[config.mk]
export PLATFORM = sky130hd
export DESIGN_NAME = cam_pixel_packer_flat
export DESIGN_NICKNAME = d
export VERILOG_FILES = /design/src/rtl/cam_pixel_packer_if.sv /design/src/rtl/cam_pixel_packer.sv /design/src/flat_wrapper.sv
export SDC_FILE = /design/constraint.sdc
export NUM_CORES = 1
export LEC_CHECK = 0
export BUFFER_PORTS_ARGS = -buffer_cell sky130_fd_sc_hd__buf_2
export CORE_UTILIZATION = 50
export CTS_CLUSTER_SIZE = 14
export DETAILED_ROUTE_END_ITERATION = 6
export PLACE_DENSITY = 0.72
export SYNTH_ARGS = -nofsm -noshare
export SYNTH_HDL_FRONTEND = slang
export SYNTH_SLANG_ARGS = --single-unit
export TNS_END_PERCENT = 30
[constraint.sdc]
create_clock -name pixel_clk -period 4.1 [get_ports pixel_clk]
set_clock_uncertainty 0.15 [all_clocks]
set_input_delay 0.82 -clock pixel_clk [delete_from_list [all_inputs] [get_ports pixel_clk]]
set_output_delay 0.82 -clock pixel_clk [all_outputs]
set_load 0.02 [all_outputs]
[src/rtl/cam_pixel_packer_if.sv]
// Camera-side input pins and packed-pixel output bundle for cam_pixel_packer.
// The packer attaches through the slave modport; the camera/sink side uses master.
interface cam_pixel_packer_if #(
    parameter int IN_W  = 8,
    parameter int RATIO = 2,
    parameter int CNT_W = 12
) ();
    logic                  vsync_i;
    logic                  href_i;
    logic [IN_W-1:0]       data_i;
    logic [IN_W*RATIO-1:0] data_o;
    logic                  data_de_o;
    logic                  sof_o;
    logic                  eol_o;
    logic                  frame_done_o;
    logic                  hblank_o;
    logic [CNT_W-1:0]      line_cnt_o;
    logic [CNT_W-1:0]      pix_cnt_o;
    logic                  partial_err_o;

    modport master (
        output vsync_i, href_i, data_i,
        input  data_o, data_de_o, sof_o, eol_o, frame_done_o, hblank_o,
        input  line_cnt_o, pix_cnt_o, partial_err_o
    );

    modport slave (
        input  vsync_i, href_i, data_i,
        output data_o, data_de_o, sof_o, eol_o, frame_done_o, hblank_o,
        output line_cnt_o, pix_cnt_o, partial_err_o
    );
endinterface

[src/rtl/cam_pixel_packer.sv]
// DVP capture front end: packs RATIO camera beats into one pixel word, tracks
// frame/line boundaries and reports words per line, lines per frame and partial lines.
module cam_pixel_packer #(
    parameter int IN_W        = 8,
    parameter int RATIO       = 2,
    parameter int BIG_ENDIAN  = 1,
    parameter int PAD_PARTIAL = 1,
    parameter int CNT_W       = 12
) (
    input logic           pixel_clk,
    input logic           rst,
    cam_pixel_packer_if.slave bus
);
    localparam int OUT_W = IN_W * RATIO;
    localparam int BC_W  = (RATIO > 1) ? $clog2(RATIO) : 1;
    localparam logic [BC_W-1:0] LAST_BEAT = BC_W'(RATIO - 1);

    typedef enum logic [1:0] {
        IDLE   = 2'd0,
        VBLANK = 2'd1,
        ACTIVE = 2'd2
    } state_t;

    state_t           state_q, state_d;
    logic             vsync_q;
    logic             href_q;
    logic [BC_W-1:0]  beat_cnt_q, beat_cnt_d;
    logic [OUT_W-1:0] acc_q, acc_d;
    logic [OUT_W-1:0] data_q, data_d;
    logic             de_q, de_d;
    logic             sof_q, sof_d;
    logic             eol_q, eol_d;
    logic             fd_q, fd_d;
    logic             eol_pend_q, eol_pend_d;
    logic             sof_pend_q, sof_pend_d;
    logic [CNT_W-1:0] line_q, line_d;
    logic [CNT_W-1:0] pix_q, pix_d;
    logic             perr_q, perr_d;

    logic vsync_rise_s;
    logic vsync_fall_s;
    logic href_rise_s;
    logic href_fall_s;

    function automatic logic [OUT_W-1:0] place_beat(input logic [OUT_W-1:0] acc,
                                                    input logic [IN_W-1:0]  beat,
                                                    input logic [BC_W-1:0]  slot);
        logic [OUT_W-1:0] res;
        res = acc;
        for (int s = 0; s < RATIO; s++) begin
            if (slot == BC_W'(s)) begin
                if (BIG_ENDIAN != 0) begin
                    res[(RATIO-1-s)*IN_W +: IN_W] = beat;
                end else begin
                    res[s*IN_W +: IN_W] = beat;
                end
            end else begin
                res = res;
            end
        end
        return res;
    endfunction

    function automatic logic [CNT_W-1:0] sat_inc(input logic [CNT_W-1:0] v);
        logic [CNT_W-1:0] r;
        if (v == {CNT_W{1'b1}}) begin
            r = v;
        end else begin
            r = v + CNT_W'(1);
        end
        return r;
    endfunction

    assign vsync_rise_s = bus.vsync_i & ~vsync_q;
    assign vsync_fall_s = ~bus.vsync_i & vsync_q;
    assign href_rise_s  = bus.href_i & ~href_q;
    assign href_fall_s  = ~bus.href_i & href_q;

    // Next-state, packing and counter logic for the frame/line state machine.
    always_comb begin
        state_d    = state_q;
        beat_cnt_d = beat_cnt_q;
        acc_d      = acc_q;
        data_d     = {OUT_W{1'b0}};
        de_d       = 1'b0;
        sof_d      = 1'b0;
        eol_d      = 1'b0;
        fd_d       = 1'b0;
        eol_pend_d = 1'b0;
        sof_pend_d = sof_pend_q;
        line_d     = line_q;
        pix_d      = pix_q;
        perr_d     = perr_q;
        case (state_q)
            IDLE: begin
                if (bus.vsync_i) begin
                    state_d = VBLANK;
                end else begin
                    state_d = IDLE;
                end
            end
            VBLANK: begin
                if (vsync_fall_s) begin
                    state_d    = ACTIVE;
                    line_d     = {CNT_W{1'b0}};
                    sof_pend_d = 1'b1;
                end else begin
                    state_d = VBLANK;
                end
            end
            ACTIVE: begin
                if (vsync_rise_s) begin
                    // Frame cut short: the line in progress is dropped without eol or pad.
                    state_d    = VBLANK;
                    fd_d       = 1'b1;
                    beat_cnt_d = {BC_W{1'b0}};
                    acc_d      = {OUT_W{1'b0}};
                end else begin
                    if (eol_pend_q) begin
                        eol_d  = 1'b1;
                        line_d = sat_inc(line_q);
                        perr_d = perr_q | (beat_cnt_q != {BC_W{1'b0}});
                        if ((beat_cnt_q != {BC_W{1'b0}}) && (PAD_PARTIAL != 0)) begin
                            data_d = acc_q;
                            de_d   = 1'b1;
                            pix_d  = sat_inc(pix_q);
                        end else begin
                            de_d = 1'b0;
                        end
                        beat_cnt_d = {BC_W{1'b0}};
                        acc_d      = {OUT_W{1'b0}};
                    end else begin
                        eol_d = 1'b0;
                    end
                    // A new line may start on the very edge that closes the previous one.
                    pix_d = href_rise_s ? {CNT_W{1'b0}} : pix_d;
                    if (bus.href_i) begin
                        acc_d = place_beat(acc_d, bus.data_i, beat_cnt_d);
                        if (beat_cnt_d == LAST_BEAT) begin
                            data_d     = acc_d;
                            de_d       = 1'b1;
                            pix_d      = sat_inc(pix_d);
                            beat_cnt_d = {BC_W{1'b0}};
                            acc_d      = {OUT_W{1'b0}};
                        end else begin
                            beat_cnt_d = beat_cnt_d + BC_W'(1);
                        end
                    end else begin
                        beat_cnt_d = beat_cnt_d;
                    end
                    eol_pend_d = href_fall_s;
                end
            end
            default: begin
                state_d    = IDLE;
                beat_cnt_d = {BC_W{1'b0}};
                acc_d      = {OUT_W{1'b0}};
            end
        endcase
        if (de_d && sof_pend_d) begin
            sof_d      = 1'b1;
            sof_pend_d = 1'b0;
        end else begin
            sof_d = 1'b0;
        end
    end

    // State, input sample and output registers.
    always_ff @(posedge pixel_clk or posedge rst) begin
        if (rst) begin
            state_q    <= IDLE;
            vsync_q    <= 1'b0;
            href_q     <= 1'b0;
            beat_cnt_q <= {BC_W{1'b0}};
            acc_q      <= {OUT_W{1'b0}};
            data_q     <= {OUT_W{1'b0}};
            de_q       <= 1'b0;
            sof_q      <= 1'b0;
            eol_q      <= 1'b0;
            fd_q       <= 1'b0;
            eol_pend_q <= 1'b0;
            sof_pend_q <= 1'b0;
            line_q     <= {CNT_W{1'b0}};
            pix_q      <= {CNT_W{1'b0}};
            perr_q     <= 1'b0;
        end else begin
            state_q    <= state_d;
            vsync_q    <= bus.vsync_i;
            href_q     <= bus.href_i;
            beat_cnt_q <= beat_cnt_d;
            acc_q      <= acc_d;
            data_q     <= data_d;
            de_q       <= de_d;
            sof_q      <= sof_d;
            eol_q      <= eol_d;
            fd_q       <= fd_d;
            eol_pend_q <= eol_pend_d;
            sof_pend_q <= sof_pend_d;
            line_q     <= line_d;
            pix_q      <= pix_d;
            perr_q     <= perr_d;
        end
    end

    assign bus.data_o        = data_q;
    assign bus.data_de_o     = de_q;
    assign bus.sof_o         = sof_q;
    assign bus.eol_o         = eol_q;
    assign bus.frame_done_o  = fd_q;
    assign bus.hblank_o      = href_q;
    assign bus.line_cnt_o    = line_q;
    assign bus.pix_cnt_o     = pix_q;
    assign bus.partial_err_o = perr_q;
endmodule

[src/flat_wrapper.sv]
// flat-port wrapper written by rule: the top's interface ports become plain ports
module cam_pixel_packer_flat 
#(
    parameter int IN_W        = 8,
    parameter int RATIO       = 2,
    parameter int BIG_ENDIAN  = 1,
    parameter int PAD_PARTIAL = 1,
    parameter int CNT_W       = 12
)
  (pixel_clk, rst, bus_vsync_i, bus_href_i, bus_data_i, bus_data_o, bus_data_de_o, bus_sof_o, bus_eol_o, bus_frame_done_o, bus_hblank_o, bus_line_cnt_o, bus_pix_cnt_o, bus_partial_err_o);
  cam_pixel_packer_if #(.IN_W(IN_W), .RATIO(RATIO), .CNT_W(CNT_W)) bus_i ();
  input logic pixel_clk;
  input logic rst;
  input wire logic [$bits(bus_i.vsync_i)-1:0] bus_vsync_i;
  input wire logic [$bits(bus_i.href_i)-1:0] bus_href_i;
  input wire logic [$bits(bus_i.data_i)-1:0] bus_data_i;
  output wire logic [$bits(bus_i.data_o)-1:0] bus_data_o;
  output wire logic [$bits(bus_i.data_de_o)-1:0] bus_data_de_o;
  output wire logic [$bits(bus_i.sof_o)-1:0] bus_sof_o;
  output wire logic [$bits(bus_i.eol_o)-1:0] bus_eol_o;
  output wire logic [$bits(bus_i.frame_done_o)-1:0] bus_frame_done_o;
  output wire logic [$bits(bus_i.hblank_o)-1:0] bus_hblank_o;
  output wire logic [$bits(bus_i.line_cnt_o)-1:0] bus_line_cnt_o;
  output wire logic [$bits(bus_i.pix_cnt_o)-1:0] bus_pix_cnt_o;
  output wire logic [$bits(bus_i.partial_err_o)-1:0] bus_partial_err_o;
  assign bus_i.vsync_i = bus_vsync_i;
  assign bus_i.href_i = bus_href_i;
  assign bus_i.data_i = bus_data_i;
  assign bus_data_o = bus_i.data_o;
  assign bus_data_de_o = bus_i.data_de_o;
  assign bus_sof_o = bus_i.sof_o;
  assign bus_eol_o = bus_i.eol_o;
  assign bus_frame_done_o = bus_i.frame_done_o;
  assign bus_hblank_o = bus_i.hblank_o;
  assign bus_line_cnt_o = bus_i.line_cnt_o;
  assign bus_pix_cnt_o = bus_i.pix_cnt_o;
  assign bus_partial_err_o = bus_i.partial_err_o;
  cam_pixel_packer #(.IN_W(IN_W), .RATIO(RATIO), .BIG_ENDIAN(BIG_ENDIAN), .PAD_PARTIAL(PAD_PARTIAL), .CNT_W(CNT_W)) u_core (.pixel_clk(pixel_clk), .rst(rst), .bus(bus_i));
endmodule
Word-level counts from Yosys, hierarchy flattened
Index checks and enable logic that the tools add are counted.
{"block": "totals", "regBits": 68, "latch_bits": 0, "ramBits": 0, "mem_bits_ro": 0, "input_bits": 12, "out_inout_bits": 46, "word_cells": 101, "mem_count": 0}
{"block": "classes", "n_addsub": 4, "n_mul": 0, "div": 0, "magnitude_cmp": 0, "n_eq_ne": 10, "shifts": 0, "mux": 55, "bitwise_logic": 10, "n_reduce_logical": 7}
{"operator": "16-bit two-way mux", "count": 11}
{"operator": "12-bit two-way mux", "count": 13}
{"operator": "12-bit by 1-bit adder with 12-bit output (second input constant)", "count": 3}
{"operator": "12-bit == test (second input constant)", "count": 3}
{"operator": "16-bit case mux with 2 select lines", "count": 1}
{"operator": "1-bit two-way mux", "count": 24}
{"operator": "12-bit case mux with 2 select lines", "count": 1}
{"operator": "8-bit two-way mux", "count": 1}
{"operator": "2-bit by 1-bit inequality test with 1-bit output (second input constant)", "count": 3}
{"operator": "2-bit case mux with 3 select lines", "count": 1}
{"operator": "1-bit NOT", "count": 5}
{"operator": "5-bit AND reduction", "count": 1}
{"operator": "1-bit AND", "count": 4}
{"operator": "2-bit two-way mux", "count": 2}
{"operator": "2-bit inequality test (second input constant)", "count": 2}
{"operator": "3-bit AND reduction", "count": 1}
{"operator": "2-bit by 1-bit == test with 1-bit output (second input constant)", "count": 1}
{"operator": "2-bit == test (second input constant)", "count": 1}
{"operator": "2-bit logical NOT", "count": 1}
{"operator": "1-bit case mux with 2 select lines", "count": 1}
{"operator": "2-bit AND reduction", "count": 1}
{"operator": "2-bit nonzero test", "count": 1}
{"operator": "2-bit OR reduction", "count": 1}
{"operator": "1-bit adder (second input constant)", "count": 1}
{"operator": "2 further kinds", "count": 2}

Longest topological paths before layout
{"block": "logic_depth", "ltp_word": 11, "mapped_depth": 12, "depth_no_buf": 11}

Least setup slack after synthesis
Ideal clock, no wire load.
{"block": "synth_timing", "path_type": "register to register", "startpoint": "reg u_core.pix_q[1] (netlist: u_core.bus.pix_cnt_o[1])", "endpoint": "reg u_core.pix_q[10] (netlist: u_core.bus.pix_cnt_o[10])", "setup_time_ps": 95, "t_arrival_ps": 2971, "required_ps": 3855, "setup_slack_ps": 884, "stages_incl_launch_ff": 12, "n_path_buf": 0, "cell_sequence": "dfrtp_1 ha_1 nand3_2 o41ai_4 mux2_4 and2_1 ha_1 nand2_1 or3_1 nor3_2 a31oi_1 o31ai_1"}
{"block": "synth_via", "elab_chain_len": 11, "elab_cells_between_ends": 13}
{"item": "start, declared", "line_no": "cam_pixel_packer.sv:37", "text": "logic [CNT_W-1:0] pix_q, pix_d;"}
{"item": "start signal, assigned", "line_no": "cam_pixel_packer.sv:184", "text": "pix_q <= {CNT_W{1'b0}};"}
{"item": "start signal, assigned", "line_no": "cam_pixel_packer.sv:200", "text": "pix_q <= pix_d;"}
{"item": "12-bit by 1-bit adder with 12-bit output or 12-bit == test (tied branches)", "line_no": "cam_pixel_packer.sv:69, cam_pixel_packer.sv:66"}
{"item": "12-bit two-way mux", "line_no": "cam_pixel_packer.sv:66", "text": "if (v == {CNT_W{1'b1}}) begin"}
{"item": "12-bit two-way mux", "line_no": "cam_pixel_packer.sv:123", "text": "if ((beat_cnt_q != {BC_W{1'b0}}) && (PAD_PARTIAL != 0)) begin"}
{"item": "12-bit two-way mux *", "line_no": "cam_pixel_packer.sv:119", "text": "if (eol_pend_q) begin"}
{"item": "12-bit two-way mux *", "line_no": "cam_pixel_packer.sv:112", "text": "if (vsync_rise_s) begin"}
{"item": "12-bit two-way mux *", "line_no": "cam_pixel_packer.sv:94", "text": "case (state_q)"}
{"item": "12-bit two-way mux *", "line_no": "cam_pixel_packer.sv:136", "text": "pix_d = href_rise_s ? {CNT_W{1'b0}} : pix_d;"}
{"item": "12-bit by 1-bit adder with 12-bit output or 12-bit == test (tied branches)", "line_no": "cam_pixel_packer.sv:69, cam_pixel_packer.sv:66"}
{"item": "12-bit two-way mux", "line_no": "cam_pixel_packer.sv:66"}
{"item": "12-bit two-way mux", "line_no": "cam_pixel_packer.sv:139", "text": "if (beat_cnt_d == LAST_BEAT) begin"}
{"item": "12-bit two-way mux *", "line_no": "cam_pixel_packer.sv:137", "text": "if (bus.href_i) begin"}
Mark *: on every way between the ends. The rest lies on a longest branch, timed or not. The select of a mux whose other input is x is not followed.
A chain may end at the register's enable or synchronous reset.

Final worst setup path
Same ends and word-level chain as after synthesis.

==> impl_results.md <==
- Worst-Skew Late Latency: ~0.34 ns
- Non-filler cells, final: 545
- Required time worst endpoint: 4.20 ns
- Congestion Overflow GR: 0
- Number of hold buffers added after CTS: 0
- CTS tree: yes
- Standby leakage power: 0.00194 uW
- Sequential fraction of design power: 44.1%
- Residual DRC: 0
- CTS H-tree lvls: 3
- Number of buffers on the longest clock path: 2
- Setup Crit Path Kind: reg2reg
- Mapped Cells: ~390
- Vias after detailed routing: 3162
- Vias in the first global route: 2946
- Path type of the worst min-delay path: reg2reg
- ANT cells: 0
- Final weighted congestion in routability-driven placement: 0.949
- Pre-CTS worst setup slack: 0.607 ns
- Fraction of layout cells with a size suffix above 1: 21.4%
- Row cnt: 30
- Horizontal die dimension: 87.5 microns
- Fraction of the core area covered by cells at the end of the flow: 60.8%
- Top flip-flop cell by instance count after synthesis: sky130_fd_sc_hd__dfrtp_1
- Flop and latch count out of synthesis: just under 70
- CP Max Fanout: 9
- Chain of cells forming the critical path: ha_1 -> nand3_2 -> o41ai_4 -> mux2_4 -> and2_1 -> ha_1 -> nand2_1 -> or3_1 -> nor3_2 -> a31oi_1 -> o31ai_1
- Die Height: 87.5 microns
- Transition time of the tightest slew-check pin: between 1 and 1.5 ns
- CTS Sinks: 68
- Vias per inst: 5.80
- Final Routed Wirelength: 8680 microns
- Type of origin of the critical path: register
- Register clock-pin slew on the reported worst setup and hold paths: ~0.070 ns
- Setup repair after global routing missed its margin: no
- Nets in the synthesized netlist: 407
- Power per unit of standard cell area: 424 mW/mm^2
- Net switching power: roughly 660 uW
- Critical Path Most Common Cell: sky130_fd_sc_hd__ha_1
- Overall die area: 0.00766 sq mm
- PostCTS Resize Cnt: 0
- GRT Total Usage: between 20% and 30%
- Fraction of power consumed by combinational cells: 28.2%
- Data arrival at the endpoint of the critical path: roughly 3.7 ns
- Total iterations of the first detailed-routing run: 6
- Setup Viol. Count Final: 0
- Total half-perimeter wirelength after legalization and detailed placement: 6050 microns
- Part of the cycle the worst path needs: a little under 90%
- Initial antenna violation count: 0
- Design internal power: 1130 uW
- Placeable core area: 0.00694 sq mm
- Clock network fraction of total power: 27.7%
- Critical Path Sink Type: register
- Worst VDD drop: between 0.0002 and 0.0003 V
- Final hold vios: 0
- Post-detailed-route count of antenna-violating nets: 0
- Cell area after placement: ~0.004 sq mm
- Slowest stage delay, CP: slightly above 0.6 ns
- Part of the Yosys area used for sequential elements: 46.5%
- Fraction of registers with async set/reset: 100%
- Placed instance count: 529
- Final standard cell area without fillers: 0.00422 sq mm
- Clock root buffer: sky130_fd_sc_hd__clkbuf_8
- First DRT Iteration DRCs: 241
- First-pass GRT wire length: 14800 microns
- Status: complete, no violations
- Unique cell type count in the Yosys netlist: 60
- Number of buffers added for setup after CTS: 0
- Slowest library cell on the worst path: sky130_fd_sc_hd__o41ai_4
- Worst-case setup margin in the final layout: between 0.5 and 0.6 ns
- Net Sw Frac: 36.8%
- Upper clock frequency limit: 0.281 GHz
- Final sum of negative setup slack: 0 ns
- Number of maximum-capacitance constraint violations: 0
- Largest net degree at the start of global routing: 39
- Post-layout min period: 3.56 ns
- Syn-to-layout area delta: 15.5%
- Average instance area after synthesis: 9.43 sq um
- Number of clock buffers inserted by TritonCTS: 9
- Number of primary I/O pins: 58
- Final net count: 463
- Number of enable-type register cells in the synthesized netlist: 0
- Drt wl/cell: 15.9 microns
- Count of port buffers added during placement: 57
- Initial core utilization: a little over half
- Count of synthesis-stage warnings from yosys: 0
- Worst rel slew slack: a little under a quarter
- Number of slew-limit violations in the final report: 0
- Synth Cell Area: between 0.003 and 0.004 sq mm
## worst max-delay path: cells and delay by family, from the launching register on
| kind | cells | cell delay (ns) |
|---|---|---|
| AO/OA/AOI/OAI | 3 | 1.01 |
| AND/OR/NAND/NOR | 5 | 1.10 |
| multiplexers | 1 | 0.28 |
| flip-flops | 1 | 0.45 |
| adder cells (fa/ha/maj) | 2 | 0.46 |
## through the flow
step / total power [uW] / hold WS [ns]
2_1_floorplan: 1160 / 0.299
3_3_place_gp: 1290 / 0.302
3_5_place_dp: 1300 / 0.296
4_1_cts: 1800 / 0.325
5_1_grt: 1900 / 0.349
6_report: 1790 / 0.320
## power by group through the flow
stage,clock network [uW],logic [uW],registers [uW]
finish,495,505,790
global placement,0,493,798
global route,537,566,799
CTS,509,502,788
floorplan,0,342,814
detailed placement,0,500,800
## path summary, 6_finish.rpt
kind                                     startpoint                  endpoint  slack, ns  cells past startpoint
min in group asynchronous                       rst     u_core.bus.data_o[15]       0.40                      2
max in group asynchronous                       rst         u_core.sof_pend_q       2.47                      3
hold reg to reg            u_core.bus.partial_err_o  u_core.bus.partial_err_o       0.32                      1
hold / removal             u_core.bus.partial_err_o  u_core.bus.partial_err_o       0.32                      1
setup / recovery            u_core.bus.pix_cnt_o[1]  u_core.bus.pix_cnt_o[10]       0.54                     11
setup reg to reg            u_core.bus.pix_cnt_o[1]  u_core.bus.pix_cnt_o[10]       0.54                     11
## kinds of logic (layout without fill, tap and decap cells)
family          Yosys count  count (layout)  synth area share [%]
xor+xnor                 16              16                  3.83
fa+ha+maj                 7               7                  2.39
buf+inv                  31              92                  3.49
simple gates            174             174                  25.3
flops                    68              68                  46.5
compound gates           85              85                  16.4
mux                       7               7                  2.09
## cell type report
class                           instances  area, sq um
Fill cell                             597         2720
Multi-Input combinational cell        289         1830
Sequential cell                        68         1700
Timing Repair Buffer                   67          360
Clock buffer                           13          159
Tap cell                               96          120
Inverter                                9         33.8
Clock inverter                          3         21.3
## cell usage after synthesis, types with 8 or more instances
| cell type | number | area, sq um |
|---|---|---|
| sky130_fd_sc_hd__and2_1 | 13 | 81.3 |
| sky130_fd_sc_hd__xor2_1 | 10 | 87.6 |
| sky130_fd_sc_hd__nand2_1 | 31 | 116 |
| sky130_fd_sc_hd__inv_1 | 9 | 33.8 |
| sky130_fd_sc_hd__nand3_1 | 15 | 75.1 |
| sky130_fd_sc_hd__nand4_1 | 8 | 50.1 |
| sky130_fd_sc_hd__nor2_1 | 46 | 173 |
| sky130_fd_sc_hd__a21oi_1 | 10 | 50.1 |
| sky130_fd_sc_hd__nor2b_1 | 8 | 50.1 |
| sky130_fd_sc_hd__a22o_1 | 9 | 78.8 |
| sky130_fd_sc_hd__a31oi_1 | 8 | 50.1 |
| sky130_fd_sc_hd__o21ai_0 | 19 | 95.1 |
| sky130_fd_sc_hd__dfrtp_1 | 68 | 1700 |
| sky130_fd_sc_hd__nor3_1 | 12 | 60.1 |
| sky130_fd_sc_hd__a22oi_1 | 8 | 60.1 |
| sky130_fd_sc_hd__clkbuf_1 | 15 | 56.3 |
## layer usage
metal	vias up	share of wire, %	GRT usage (%)
met5	-	0	0
met4	0	0.90	6.26
met3	10	6.1	6.45
met2	112	46	39.6
met1	1537	47	34.9
li1	1503	-	-
## state kept, by name, indices dropped and copies added (netlist names), 2 cells and up
signal                 cells
u_core.acc_q              16
u_core.bus.data_o         16
u_core.bus.line_cnt_o     12
u_core.bus.pix_cnt_o      12
u_core.state_q             2
## placed cells by master (no fill, tap or decap), drive strengths merged, types with 9 or more instances in the layout
cell type,n
buf,67
inv,9
dfrtp,68
nor3,13
nor2,46
a22o,9
a21oi,10
nand2,31
nand3,18
xor2,10
clkbuf,13
o21ai,24
and2,13
Power figures use the tool's default switching activity.
